$ cat src/rtl/dmem_arbiter.sv
// Two-requester data-memory arbiter in front of a synchronous-read RAM; every access takes two cycles.
// Build option: define ARB_ROUND_ROBIN_EN for round-robin tie-breaking (default is fixed priority, r0 wins).
module dmem_arbiter (
  input  logic        clk,
  input  logic        rst,
  input  logic        r0_req,
  input  logic        r1_req,
  input  logic        r0_we,
  input  logic        r1_we,
  input  logic [31:0] r0_addr,
  input  logic [31:0] r1_addr,
  input  logic [31:0] r0_wdata,
  input  logic [31:0] r1_wdata,
  output logic        r0_gnt,
  output logic        r1_gnt,
  output logic        r0_rvalid,
  output logic        r1_rvalid,
  output logic [31:0] r0_rdata,
  output logic [31:0] r1_rdata,
  output logic        mem_en,
  output logic        mem_we,
  output logic [31:0] mem_addr,
  output logic [31:0] mem_wdata,
  input  logic [31:0] mem_rdata,
  output logic        busy
);

  localparam int unsigned DW = 32;

  typedef enum logic {
    IDLE = 1'b0,
    WAIT = 1'b1
  } state_t;

  state_t state_q, state_d;
  logic   owner_q, owner_d;   // 0 = r0, 1 = r1
  logic   rd_q, rd_d;         // latched access was a read
  logic   pick_r1;            // arbitration winner when any request is present

`ifdef ARB_ROUND_ROBIN_EN
  logic last_q, last_d;       // most recently granted requester

  // On a tie, the requester not granted last time wins.
  always_comb pick_r1 = r1_req && (!r0_req || !last_q);

  always_ff @(posedge clk or posedge rst) begin
    if (rst) last_q <= 1'b1;
    else     last_q <= last_d;
  end
`else
  always_comb pick_r1 = r1_req && !r0_req;
`endif

  always_ff @(posedge clk or posedge rst) begin
    if (rst) begin
      state_q <= IDLE;
      owner_q <= 1'b0;
      rd_q    <= 1'b0;
    end else begin
      state_q <= state_d;
      owner_q <= owner_d;
      rd_q    <= rd_d;
    end
  end

  // Next state and all outputs; everything is forced quiet while rst is high.
  always_comb begin
    state_d   = state_q;
    owner_d   = owner_q;
    rd_d      = rd_q;
`ifdef ARB_ROUND_ROBIN_EN
    last_d    = last_q;
`endif
    r0_gnt    = 1'b0;
    r1_gnt    = 1'b0;
    r0_rvalid = 1'b0;
    r1_rvalid = 1'b0;
    r0_rdata  = DW'(0);
    r1_rdata  = DW'(0);
    mem_en    = 1'b0;
    mem_we    = 1'b0;
    mem_addr  = DW'(0);
    mem_wdata = DW'(0);
    busy      = 1'b0;

    case (state_q)
      IDLE: begin
        if (!rst && (r0_req || r1_req)) begin
          mem_en  = 1'b1;
          state_d = WAIT;
          owner_d = pick_r1;
`ifdef ARB_ROUND_ROBIN_EN
          last_d  = pick_r1;
`endif
          if (pick_r1) begin
            r1_gnt    = 1'b1;
            mem_we    = r1_we;
            mem_addr  = r1_addr;
            mem_wdata = r1_wdata;
            rd_d      = !r1_we;
          end else begin
            r0_gnt    = 1'b1;
            mem_we    = r0_we;
            mem_addr  = r0_addr;
            mem_wdata = r0_wdata;
            rd_d      = !r0_we;
          end
        end
      end
      WAIT: begin
        state_d = IDLE;
        busy    = !rst;
        // RAM read data lands this cycle; route it to the owner only.
        if (!rst && rd_q) begin
          if (owner_q) begin
            r1_rvalid = 1'b1;
            r1_rdata  = mem_rdata;
          end else begin
            r0_rvalid = 1'b1;
            r0_rdata  = mem_rdata;
          end
        end
      end
      default: state_d = IDLE;
    endcase
  end

endmodule

$ cat config.mk
export PLATFORM = sky130hd
export DESIGN_NAME = dmem_arbiter
export DESIGN_NICKNAME = d
export VERILOG_FILES = /design/src/rtl/dmem_arbiter.sv
export SDC_FILE = /design/constraint.sdc
export NUM_CORES = 1
export LEC_CHECK = 0
export CELL_PAD_IN_SITES_DETAIL_PLACEMENT = 0
export CELL_PAD_IN_SITES_GLOBAL_PLACEMENT = 1
export CORE_UTILIZATION = 12
export CTS_BUF_LIST = sky130_fd_sc_hd__clkbuf_8
export DETAILED_ROUTE_END_ITERATION = 7
export PLACE_DENSITY = 0.85
export SLEW_MARGIN = 20
export SYNTH_ARGS = -nofsm -noshare
export SYNTH_HDL_FRONTEND = slang
export SYNTH_SLANG_ARGS = --single-unit
$ cat constraint.sdc
create_clock -name clk -period 1.2 [get_ports clk]
set_clock_uncertainty 0.05 [all_clocks]
set_input_delay 0.24 -clock clk [delete_from_list [all_inputs] [get_ports clk]]
set_output_delay 0.24 -clock clk [all_outputs]
set_load 0.01 [all_outputs]
# Word-level counts from Yosys, hierarchy flattened
# Index checks and enable logic that the tools add are counted.
# totals
ff_bits,3
input_bits,166
# op_classes
n_mux,32
bitwise,1
n_reduce_logical,9
# ops
operator,count
two-way mux 32 bit,12
two-way mux 1 bit,19
zero test 1 bit,4
logical AND 1 bit,3
case mux 1 bit (2 select lines),1
AND reduction 2 bit,1
logical OR 1 bit,1
NOT 1 bit,1

# Longest topological paths before layout
# Gate-level depths: netlist (run 1).
# logic_depth
depth_word,5
ltp_mapped,5

# Least setup slack after synthesis (run 1)
# Ideal clock, no wire load.
# synth_path
kind,reg2out
startpoint,register state_q
endpoint,output r0_rdata[22]
required_time_ps,910
stages_incl_launch_ff,5
n_path_buf,1
t_arrival_ps,1132
path_slack_ps,-222
cell_sequence,dfrtp_1 -> nor2b_2 -> and3b_1 -> buf_2 -> and2_1
# synth_via
elab_chain_cells,1
# synth_lines
item,line_no,source
start: declaration,35,"state_t state_q, state_d;"
start signal: assignment,60,state_q <= state_d;
two-way mux 32 bit,86,case (state_q)
end: declaration,18,"output logic [31:0] r0_rdata,"
# No other way between the ends.

# Worst setup path after layout (run 1)
# layout_path
startpoint,register state_q
endpoint,output mem_wdata[10]
# layout_via
elab_chain_cells,1
# layout_lines
item,line_no,source
two-way mux 32 bit,86,
end: declaration,23,"output logic [31:0] mem_wdata,"
# No other way between the ends.

==> summary.txt, run 1 <==
Status
  • Failing checks: setup timing
  • Status: complete, but fails checks

Clocking
  • Clock Sinks: 3
  • Worst-Skew Late Latency: 0.22 ns
  • TritonCTS Buffers: 3
  • CTS tree: yes
  • Clock transition at the registers of the reported paths: 0.03 ns
  • Clock Tree Buf Depth: 2
  • H-tree depth: 1
  • CTS root buffer: clkbuf_8

Floorplanning
  • Die Ht: 129 um
  • Initial Util: 0.122
  • Ports: 301
  • Rows: 46
  • Core Region: 0.0158 mm^2
  • Die W: 129 um
  • Die area: 0.0166 mm^2

Logic synthesis
  • Post-synth cell types: 19
  • Commonest cells in the netlist: and2_1 (66), nand2_1 (62), nand3b_1 (62)
  • Synth area leaders: nand3b_1 (24%), and2_1 (21%), a21oi_2 (18%), nand2_1 (12%), a21oi_1 (6.0%)
  • Number of synthesized flops with an enable pin: 0
  • Share of flip-flops with an asynchronous set or reset: 1.00
  • Synth top area share: 0.241
  • Cell taking the most area after synthesis: nand3b_1
  • Warnings from Yosys: 0
  • Synth Flop Type: dfrtp_1
  • #FFs+latches synth: 3
  • Sequential area share after synthesis: 0.0389
  • Post-Syn Area per Cell: 6.27 um^2
  • Synth Instances: 308
  • Post-synthesis cell area: 0.00193 mm^2
  • Count leader, synth: and2_1
  • Mapped Nets: 474

STA
  • Hold WS: 0.0562 ns
  • RSZ-0062 raised after global routing: yes
  • Final WS setup: -0.653 ns
  • Worst slew pin tran: 0.372 ns
  • Fin. Hold Viols: 0
  • Crit path time final: 1.85 ns
  • Final setup fails: 137
  • Max-slew violation count: 0
  • Fmax achieved: 540 MHz
  • Rel. slew slack: 0.752
  • Fin crit share: 1.54
  • Setup tns final: -73.43 ns

GRT
  • Largest net degree at the start of global routing: 67
  • Total gr overflow: 0
  • Initial antenna violation count: 1
  • GRT Total Usage: 0.131
  • Global-route wire length before repair: 17100 um
  • Vias in the first global route: 3139

Worst setup path
  • Critical Path End Type: output pin
  • Slowest CP cell: dfrtp_1
  • CP delay by family, top: buffers and inverters
  • Buf/Inv on CP: 4
  • WS Path Type: register to output pin
  • Largest stage delay, worst path: 0.40 ns
  • Crit Path Max Fanout: 6
  • Data arrival, critical path: 1.56 ns
  • R2R Path End: rd_q$_DFFE_PP0P_
  • Req. time, crit path: 0.91 ns
  • Crit-path cells: or2_4, buf_12, buf_16, buf_12, a21oi_2, buf_2
  • R2R Path Start: state_q$_DFF_PP0_
  • Worst r2r path cells: 7
  • Cell repeated most along the worst path: buf_12
  • Startpoint types: register
  • R2R Setup Slk: -0.29 ns

Detailed routing
  • Number of remaining DRC errors: 0
  • Post-route ant nets: 0
  • Vias: 3300
  • DR pass1 iterations: 4
  • Initial DRC Count: 92
  • Avg WL per Cell: 14.4 um
  • WL final: 12100 um
  • Vias per cell: 3.93

Worst hold path
  • Hold WC Path Type: input port to asynchronous set/reset pin

Power and ir drop
  • Peak supply drop: 0.213 mV
  • Power, Total: 0.00230 W
  • PD cells: 394 mW/mm^2
  • Leak: 2.46 nW

Final layout
  • Share of cells above drive strength 1: 0.475
  • Final Util: 0.369
  • Layout overhead on the synthesized area: 202%
  • Multi-input gate area: 0.00198 mm^2
  • Nets: 790
  • Sequential Area: 75.1 um^2
  • Fillers: 1687

Placed design
  • Post-DP HPWL: 8830 um
  • # port buffers: 300
  • Place WS: -1.10 ns
  • GPL Wtd Cong: 0.746

Run
  • Max-cap violations: 0
[kinds of logic after synthesis]
family	synth area share
AND/OR/NAND/NOR	0.608
AO/OA/AOI/OAI	0.257
flip-flops	0.0389
buffers and inverters	0.0959
[flip-flops by register name (all words and copies together), names as in the netlist]
register and flops:
owner_q 1, rd_q 1, state_q 1
[metal layers]
layer  global-route usage  wire length [um]  vias up
met5                    0                 0        -
met4               0.0221                72        0
met3               0.0295              1080        6
met2                0.263              6500      170
met1                0.140              4460     1461
li1                     -                 -     1663
[power breakdown]
part | switching, W | internal (W) | total, W
logic | 0.000720 | 0.00115 | 0.00187
registers | 0.0000118 | 0.000116 | 0.000128
clock network | 0.0000774 | 0.000219 | 0.000296
[worst reg2reg max path, stage by stage (launching register included)]
cell     delay (ns)
dfrtp_1        0.40
or2_4          0.28
buf_12         0.15
buf_16         0.14
nor2_4         0.10
buf_6          0.10
buf_6          0.09
o22a_1         0.12
[layout make-up]
cell class | count | area share
Sequential cell | 3 | 0.0129
Inverter | 1 | 0.000644
Tap cell | 216 | 0.0464
Clock inverter | 1 | 0.000644
Antenna cell | 1 | 0.000429
Multi-Input combinational cell | 269 | 0.341
Clock buffer | 3 | 0.00709
Timing Repair Buffer | 346 | 0.591
[worst max path at each step]
| stage | depth (start not counted) | start | endpoint |
|---|---|---|---|
| after floorplan | 4 | state_q$_DFF_PP0_ | r0_rdata[10] |
| after global placement | 6 | rst | r1_rdata[9] |
| after detailed placement | 6 | rst | r0_rdata[0] |
| after CTS | 6 | state_q$_DFF_PP0_ | r1_rdata[7] |
| after global routing | 6 | state_q$_DFF_PP0_ | mem_wdata[5] |
| final | 6 | state_q$_DFF_PP0_ | mem_wdata[10] |
[stage by stage]
step,std cells,cell area (um^2)
6_report,840,5830
5_1_grt,840,5830
4_1_cts,837,5430
3_5_place_dp,811,5340
3_3_place_gp,811,5340
2_1_floorplan,308,2030
[what timing repair did]
item,in CTS,in global routing
gates resized for setup,579,117
cloned,10,2
hold endpoints to repair,0,0
hold buffers,0,0
setup endpoints to repair,138,137
pin swaps,13,37
buffers inserted,13,6
[placed cells by master (no fill, tap or decap), drive strengths merged]
cell type	n
inv	2
clkdlybuf4s50	164
and3b	1
nor2	7
nand2	62
o22a	1
and2	66
or2	1
nand3b	62
dlygate4sd2	1
nor2b	2
a22oi	3
a21oi	63
buf	179
clkbuf	5
diode	1
dfrtp	3
and3	1
Note: power is estimated with default switching activity, not from simulation.
==> run 2, diff against run 1 <==
--- a/config.mk
+++ b/config.mk
@@ -11,6 +11,7 @@
 export CTS_BUF_LIST = sky130_fd_sc_hd__clkbuf_8
 export DETAILED_ROUTE_END_ITERATION = 7
 export PLACE_DENSITY = 0.85
+export RECOVER_POWER = 100
 export SLEW_MARGIN = 20
 export SYNTH_ARGS = -nofsm -noshare
 export SYNTH_HDL_FRONTEND = slang
==> results of run 2 <==
The final DEF is identical to that of run 1; final timing and power are the same.
